**config.mk**
```make
export PLATFORM = sky130hd
export DESIGN_NAME = txuart_buffered_flat
export DESIGN_NICKNAME = d
export VERILOG_FILES = /design/src/rtl/txuart_if.sv /design/src/rtl/txuart_buffered.sv /design/src/flat_wrapper.sv
export SDC_FILE = /design/constraint.sdc
export NUM_CORES = 1
export LEC_CHECK = 0
export BUFFER_PORTS_ARGS = -buffer_cell sky130_fd_sc_hd__buf_2
export CORE_MARGIN = 2
export CORE_UTILIZATION = 34
export CTS_CLUSTER_SIZE = 25
export DETAILED_ROUTE_END_ITERATION = 6
export GPL_TIMING_DRIVEN = 0
export HOLD_SLACK_MARGIN = 0.1
export PLACE_DENSITY = 0.5
export SYNTH_ARGS = -nofsm -noshare
export SYNTH_HDL_FRONTEND = slang
export SYNTH_SLANG_ARGS = --single-unit
export TNS_END_PERCENT = 30
```
**constraint.sdc**
```tcl
create_clock -name clk -period 4 [get_ports clk]
set_input_delay 0.4 -clock clk [delete_from_list [all_inputs] [get_ports clk]]
set_output_delay 0.4 -clock clk [all_outputs]
set_load 0.005 [all_outputs]
```
**src/rtl/txuart_if.sv**
```systemverilog
// Byte-stream handshake plus serial-line status between host logic and the UART transmitter.
// Signals: transmit/tx_byte (host to TX), tx/tx_ready/is_transmitting/tx_done (TX to host).
interface txuart_if;
  logic       transmit;
  logic [7:0] tx_byte;
  logic       tx;
  logic       tx_ready;
  logic       is_transmitting;
  logic       tx_done;

  modport master (
    output transmit, tx_byte,
    input  tx, tx_ready, is_transmitting, tx_done
  );

  modport slave (
    input  transmit, tx_byte,
    output tx, tx_ready, is_transmitting, tx_done
  );
endinterface

```
**src/rtl/txuart_buffered.sv**
```systemverilog
// Buffered 8N1/8N2 UART transmitter: one holding byte in front of the shifter.
// Ports: clk, rst (async, high), bus_if (slave: transmit/tx_byte in; tx/tx_ready/is_transmitting/tx_done out).
module txuart_buffered #(
  parameter int CLOCK_DIVIDE = 312,
  parameter int STOP_BITS    = 1
) (
  input logic     clk,
  input logic     rst,
  txuart_if.slave bus_if
);

  typedef enum logic [1:0] {
    TX_IDLE,
    TX_START,
    TX_DATA,
    TX_STOP
  } state_e;

  localparam logic [10:0] PMAX  = 11'(CLOCK_DIVIDE - 1);
  localparam logic [2:0]  SLAST = 3'(4 * STOP_BITS - 1);

  state_e      state_q, state_d;
  logic [10:0] presc_q, presc_d;
  logic [2:0]  tick_q, tick_d;
  logic [3:0]  bit_q, bit_d;
  logic [7:0]  shift_q, shift_d;
  logic [7:0]  hold_q, hold_d;
  logic        full_q, full_d;
  logic        tx_q, tx_d;
  logic        rdy_q, rdy_d;
  logic        busy_q, busy_d;
  logic        done_q, done_d;
  logic        tick, bit_end, stop_end, load;

  always_comb begin
    state_d  = state_q;
    presc_d  = presc_q;
    tick_d   = tick_q;
    bit_d    = bit_q;
    shift_d  = shift_q;
    hold_d   = hold_q;
    full_d   = full_q;
    load     = 1'b0;
    tick     = (presc_q == PMAX);
    bit_end  = tick && (tick_q == 3'd3);
    stop_end = tick && (tick_q == SLAST);

    if (state_q != TX_IDLE) begin
      presc_d = tick ? 11'd0 : presc_q + 11'd1;
      if (tick) tick_d = tick_q + 3'd1;
    end

    unique case (state_q)
      TX_IDLE: begin
        if (full_q) load = 1'b1;
      end
      TX_START: begin
        if (bit_end) begin
          state_d = TX_DATA;
          tick_d  = 3'd0;
          bit_d   = 4'd8;
        end
      end
      TX_DATA: begin
        if (bit_end) begin
          tick_d  = 3'd0;
          shift_d = shift_q >> 1;
          bit_d   = bit_q - 4'd1;
          if (bit_q == 4'd1) state_d = TX_STOP;
        end
      end
      TX_STOP: begin
        if (stop_end) begin
          tick_d = 3'd0;
          if (full_q) load = 1'b1;
          else state_d = TX_IDLE;
        end
      end
      default: state_d = TX_IDLE;
    endcase

    // Holding drains into the shifter; the start bit's prescaler restarts at 0.
    if (load) begin
      state_d = TX_START;
      shift_d = hold_q;
      presc_d = 11'd0;
      tick_d  = 3'd0;
      full_d  = 1'b0;
    end

    if (bus_if.transmit && rdy_q) begin
      hold_d = bus_if.tx_byte;
      full_d = 1'b1;
    end

    // Outputs are registered from next-state so they line up with the frame.
    unique case (state_d)
      TX_START: tx_d = 1'b0;
      TX_DATA:  tx_d = shift_d[0];
      default:  tx_d = 1'b1;
    endcase
    rdy_d  = !full_d;
    busy_d = (state_d != TX_IDLE);
    done_d = (state_d == TX_STOP) && (presc_d == PMAX)
             && (tick_d == SLAST);
  end

  always_ff @(posedge clk or posedge rst) begin
    if (rst) begin
      state_q <= TX_IDLE;
      presc_q <= 11'd0;
      tick_q  <= 3'd0;
      bit_q   <= 4'd0;
      shift_q <= 8'd0;
      hold_q  <= 8'd0;
      full_q  <= 1'b0;
      tx_q    <= 1'b1;
      rdy_q   <= 1'b1;
      busy_q  <= 1'b0;
      done_q  <= 1'b0;
    end else begin
      state_q <= state_d;
      presc_q <= presc_d;
      tick_q  <= tick_d;
      bit_q   <= bit_d;
      shift_q <= shift_d;
      hold_q  <= hold_d;
      full_q  <= full_d;
      tx_q    <= tx_d;
      rdy_q   <= rdy_d;
      busy_q  <= busy_d;
      done_q  <= done_d;
    end
  end

  assign bus_if.tx              = tx_q;
  assign bus_if.tx_ready        = rdy_q;
  assign bus_if.is_transmitting = busy_q;
  assign bus_if.tx_done         = done_q;

endmodule

```
**src/flat_wrapper.sv**
```systemverilog
// flat-port wrapper written by rule: the top's interface ports become plain ports
module txuart_buffered_flat 
#(
  parameter int CLOCK_DIVIDE = 312,
  parameter int STOP_BITS    = 1
)
  (clk, rst, bus_if_transmit, bus_if_tx_byte, bus_if_tx, bus_if_tx_ready, bus_if_is_transmitting, bus_if_tx_done);
  txuart_if bus_if_i ();
  input logic clk;
  input logic rst;
  input wire logic [$bits(bus_if_i.transmit)-1:0] bus_if_transmit;
  input wire logic [$bits(bus_if_i.tx_byte)-1:0] bus_if_tx_byte;
  output wire logic [$bits(bus_if_i.tx)-1:0] bus_if_tx;
  output wire logic [$bits(bus_if_i.tx_ready)-1:0] bus_if_tx_ready;
  output wire logic [$bits(bus_if_i.is_transmitting)-1:0] bus_if_is_transmitting;
  output wire logic [$bits(bus_if_i.tx_done)-1:0] bus_if_tx_done;
  assign bus_if_i.transmit = bus_if_transmit;
  assign bus_if_i.tx_byte = bus_if_tx_byte;
  assign bus_if_tx = bus_if_i.tx;
  assign bus_if_tx_ready = bus_if_i.tx_ready;
  assign bus_if_is_transmitting = bus_if_i.is_transmitting;
  assign bus_if_tx_done = bus_if_i.tx_done;
  txuart_buffered #(.CLOCK_DIVIDE(CLOCK_DIVIDE), .STOP_BITS(STOP_BITS)) u_core (.clk(clk), .rst(rst), .bus_if(bus_if_i));
endmodule
```
==> flow_summary.html <==
<table>
<tr><th>Metric</th><th>Value</th></tr>
<tr><th colspan="2">CTS</th></tr>
<tr><td>Post-CTS repair timing setup buffer count</td><td>0</td></tr>
<tr><td>Bufs on Longest Clock Path</td><td>2</td></tr>
<tr><td>CTS H-Tree Depth</td><td>2</td></tr>
<tr><td>Clock tree from TritonCTS</td><td>done</td></tr>
<tr><td>Clock latency reported for the late side of the worst-skew pair</td><td>300 ps</td></tr>
<tr><td>Hold buffers post-CTS</td><td>0</td></tr>
<tr><td>Clock tree root driver cell</td><td>clkbuf_8</td></tr>
<tr><td>Post-CTS sizing</td><td>0</td></tr>
<tr><td>CTS clock-pin slew for the worst setup and hold paths</td><td>about 90 ps</td></tr>
<tr><td>Clock Sink Count</td><td>41</td></tr>
<tr><td>Clock buffer count from CTS</td><td>5</td></tr>
<tr><th colspan="2">STA</th></tr>
<tr><td>Final worst path period need</td><td>2743 ps</td></tr>
<tr><td>Final Hold Vio Count</td><td>0</td></tr>
<tr><td>Fin worst setup slack</td><td>1257 ps</td></tr>
<tr><td>Clock Skew</td><td>7.988 ps</td></tr>
<tr><td>Worst slew margin relative to its limit</td><td>33.19%</td></tr>
<tr><td>Ratio of final minimum period to clock period</td><td>68.57%</td></tr>
<tr><td>Count of endpoints failing setup in the final report</td><td>0</td></tr>
<tr><td>RSZ-0062 raised after global routing</td><td>no</td></tr>
<tr><td>Max Slew Vio Count</td><td>0</td></tr>
<tr><td>Transition time at the pin with the least slew margin</td><td>991.3 ps</td></tr>
<tr><td>Highest attainable clock frequency</td><td>364.6 MHz</td></tr>
<tr><td>Final-layout setup total negative slack</td><td>0 ps</td></tr>
<tr><td>Worst hold margin</td><td>approximately 270 ps</td></tr>
<tr><th colspan="2">Synth</th></tr>
<tr><td>Top_reg_cell synth</td><td>dfrtp_1</td></tr>
<tr><td>FFs w/ async S/R, synth</td><td>100.0%</td></tr>
<tr><td>Total nets after synthesis</td><td>235</td></tr>
<tr><td>Sequential share of the synthesized area</td><td>45.39%</td></tr>
<tr><td>Syn avg cell area</td><td>10.54 sq um</td></tr>
<tr><td>Area of the mapped netlist</td><td>2266 sq um</td></tr>
<tr><td>Total of warnings raised by yosys</td><td>0</td></tr>
<tr><td>Dominant cell by count in the synthesized netlist</td><td>dfrtp_1</td></tr>
<tr><td>Most frequent cells after synthesis</td><td>dfrtp_1, nor2_1, nand2_1, inv_1</td></tr>
<tr><td>Largest cells by area after synthesis</td><td>dfrtp_1, ha_1, mux2_2, mux2i_1, nor2_1</td></tr>
<tr><td>Yosys top cell area share</td><td>43.07%</td></tr>
<tr><td>Unique cell type count in the Yosys netlist</td><td>57</td></tr>
<tr><td>Number of synthesized flops with an enable pin</td><td>0</td></tr>
<tr><td>Largest area contributor in the netlist</td><td>dfrtp_1</td></tr>
<tr><td>Register bit count reported by yosys</td><td>41</td></tr>
<tr><td>Post-Syn Instances</td><td>between 200 and 250</td></tr>
<tr><th colspan="2">Floorplan</th></tr>
<tr><td>Num rows</td><td>29</td></tr>
<tr><td>Starting utilization of the core area</td><td>a little over a third</td></tr>
<tr><td>Die area</td><td>7333 sq um</td></tr>
<tr><td>Boundary pin count</td><td>15</td></tr>
<tr><td>Core Box Area</td><td>6386 sq um</td></tr>
<tr><td>Die height</td><td>85.64 um</td></tr>
<tr><td>Chip Width</td><td>85.64 um</td></tr>
<tr><th colspan="2">Detailed routing</th></tr>
<tr><td>Wire length reported by the detailed router</td><td>around 4400 um</td></tr>
<tr><td>Routed vias</td><td>around 1600</td></tr>
<tr><td>Number of design rule violations left after detail routing</td><td>0</td></tr>
<tr><td>Via-per-instance ratio</td><td>5.070</td></tr>
<tr><td>Post-route ant nets</td><td>0</td></tr>
<tr><td>Initial DRC Count</td><td>53</td></tr>
<tr><td>Routed WL per cell</td><td>13.92 um</td></tr>
<tr><td>Length of the first detailed-routing pass in iterations</td><td>4</td></tr>
<tr><th colspan="2">Job</th></tr>
<tr><td>Reported max-cap violation count</td><td>0</td></tr>
<tr><th colspan="2">Global routing</th></tr>
<tr><td>GRT Total Usage</td><td>13.22%</td></tr>
<tr><td>Initial antenna violation count</td><td>0</td></tr>
<tr><td>Vias in the first global route</td><td>between 1500 and 2000</td></tr>
<tr><td>Remaining Overflow, GRT</td><td>0</td></tr>
<tr><td>Wire length of the first global-routing pass</td><td>~7600 um</td></tr>
<tr><td>Pin count of the biggest net entering global routing</td><td>42</td></tr>
<tr><th colspan="2">Place</th></tr>
<tr><td>Quantity of I/O buffers inserted on ports</td><td>14</td></tr>
<tr><td>Final Wtd Congestion</td><td>0.7450</td></tr>
<tr><td>HPWL after DPL</td><td>3080 um</td></tr>
<tr><td>Setup slack after placement</td><td>around 1300 ps</td></tr>
<tr><th colspan="2">Worst setup path</th></tr>
<tr><td>Most used cell along the critical path</td><td>ha_1</td></tr>
<tr><td>Endpoint required time on the critical path</td><td>4230 ps</td></tr>
<tr><td>Critical Path End Type</td><td>register</td></tr>
<tr><td>Cell-by-cell listing of the critical path</td><td>ha_1, ha_1, nand4bb_1, or4_1, clkbuf_1, a311oi_1, mux2i_1</td></tr>
<tr><td>Capturing point of the worst reg2reg path</td><td>u_core.bus_if.tx</td></tr>
<tr><td>Launch point of the worst reg-to-reg path</td><td>u_core.tick_q[0]</td></tr>
<tr><td>Longest individual stage delay on the worst path</td><td>around 660 ps</td></tr>
<tr><td>Critical-path maximum fanout</td><td>6</td></tr>
<tr><td>Arrival time worst endpoint</td><td>2970 ps</td></tr>
<tr><td>Crit path max-delay cell type</td><td>a311oi_1</td></tr>
<tr><td>Depth of the worst register-to-register path</td><td>7</td></tr>
<tr><td>Critical path depth in cells</td><td>7</td></tr>
<tr><td>Critical Setup Path Class</td><td>reg -&gt; reg</td></tr>
<tr><td>Top cell family by delay on the critical path</td><td>simple AND/OR/NAND/NOR gates</td></tr>
<tr><td>Flop-to-flop setup slack</td><td>1260 ps</td></tr>
<tr><td>Critical path buffers and inverters</td><td>1</td></tr>
<tr><td>Setup crit start kind</td><td>register</td></tr>
<tr><th colspan="2">Pwr</th></tr>
<tr><td>Pleak</td><td>around 1.1 nW</td></tr>
<tr><td>Power density over the cells</td><td>332.2 nW/um^2</td></tr>
<tr><td>Highest ir drop seen on vdd</td><td>183.4 uV</td></tr>
<tr><th colspan="2">Layout</th></tr>
<tr><td>Fillers</td><td>633</td></tr>
<tr><td>Number of nets in the finished design</td><td>256</td></tr>
<tr><td>Count of antenna diodes in the layout</td><td>0</td></tr>
<tr><td>Area Overhead vs Synth</td><td>12.26%</td></tr>
<tr><td>Ratio of cells with drive above 1 in the final layout</td><td>21.52%</td></tr>
<tr><th colspan="2">Min path</th></tr>
<tr><td>Class of the tightest hold or removal check</td><td>in -&gt; async</td></tr>
<tr><th colspan="2">Run status</th></tr>
<tr><td>Outcome</td><td>complete, no violations</td></tr>
</table>
[report_power, final]
group          internal [W]  leakage, nW  total (W)  switching, W
clock              0.000187       0.0554   0.000338      0.000151
sequential         0.000446        0.523   0.000461     0.0000152
combinational     0.0000271        0.519  0.0000456     0.0000185
[cell usage in the layout, fill, tap and decap left out, types with 2 or more instances in the layout]
cell type and n:
inv_1 11, mux2i_1 8, xnor2_1 5, nor3_1 3, nand3_1 7, a21oi_1 8, clkbuf_8 6, o31ai_1 3
clkbuf_1 4, o21ai_0 9, or4_1 2, buf_2 16, nor2_1 17, ha_1 9, o21a_1 2, nor2b_1 2
xor2_1 6, nand2_1 16, dfrtp_1 39, nor4_1 2, nand2b_1 2, buf_6 2, nand4_1 4, nand3b_1 4
mux2_2 9, o21ai_1 4, a22o_1 2, o22ai_1 2, dfstp_2 2
[stage by stage]
step | cells | total power [W] | cell area (sq um) | util (%)
4_1_cts | 314 | 0.0008580 | 2544 | 39.83
3_5_place_dp | 306 | 0.0005175 | 2432 | 38.09
3_3_place_gp | 306 | 0.0005159 | 2432 | 38.09
6_report | 314 | 0.0008450 | 2544 | 39.83
5_1_grt | 314 | 0.0008873 | 2544 | 39.83
2_1_floorplan | 215 | 0.0005009 | 2266 | -
[final cells by class]
type | instances | area (sq um) | area share, %
flip-flops and latches | 41 | 1028 | 40.43
inverters | 12 | 45.04 | 1.771
clock buffers | 6 | 72.57 | 2.853
multi-input cells | 152 | 1122 | 44.12
clock inverters | 2 | 38.79 | 1.525
well taps | 77 | 96.34 | 3.788
plain buffers | 10 | 70.07 | 2.755
repair buffers | 14 | 70.07 | 2.755
[flip-flops by register name, indices dropped and copies added, names as in the netlist, 2 cells and up]
| signal | flops |
|---|---|
| u_core.bit_q | 4 |
| u_core.state_q | 2 |
| u_core.hold_q | 8 |
| u_core.shift_q | 8 |
| u_core.tick_q | 3 |
| u_core.presc_q | 11 |
[logic make-up (layout without fill, tap and decap cells)]
family / Yosys count / after routing / synth area share [%]
and+or+nand+nor: 76 / 76 / 20.76
DFF: 41 / 41 / 45.39
AOI/OAI and AO/OA: 39 / 39 / 11.54
buffers and inverters: 22 / 44 / 5.080
muxes: 17 / 17 / 8.007
xor gates and xnor gates: 11 / 11 / 4.252
adders and majority gates: 9 / 9 / 4.970
[per-layer routing]
metal / vias to the layer above / track usage (%) / part of all wire [%]
li1: 808 / - / -
met4: 0 / 4.329 / 0.73
met2: 27 / 19.60 / 43
met1: 752 / 18.91 / 52
met3: 5 / 3.369 / 3.8
met5: - / 0 / 0
[worst max path at each step]
stage	slack [ps]	startpoint	end
after detailed placement	1280	u_core.tick_q[0]	u_core.bus_if.tx
after CTS	1250	u_core.tick_q[0]	u_core.bus_if.tx
after global placement	1280	u_core.tick_q[0]	u_core.bus_if.tx
after global routing	940	u_core.tick_q[0]	u_core.bit_q[2]
final	1260	u_core.tick_q[0]	u_core.bus_if.tx
after floorplan	1680	u_core.tick_q[0]	u_core.bus_if.tx
No activity file was read; power rests on OpenSTA's default activity.
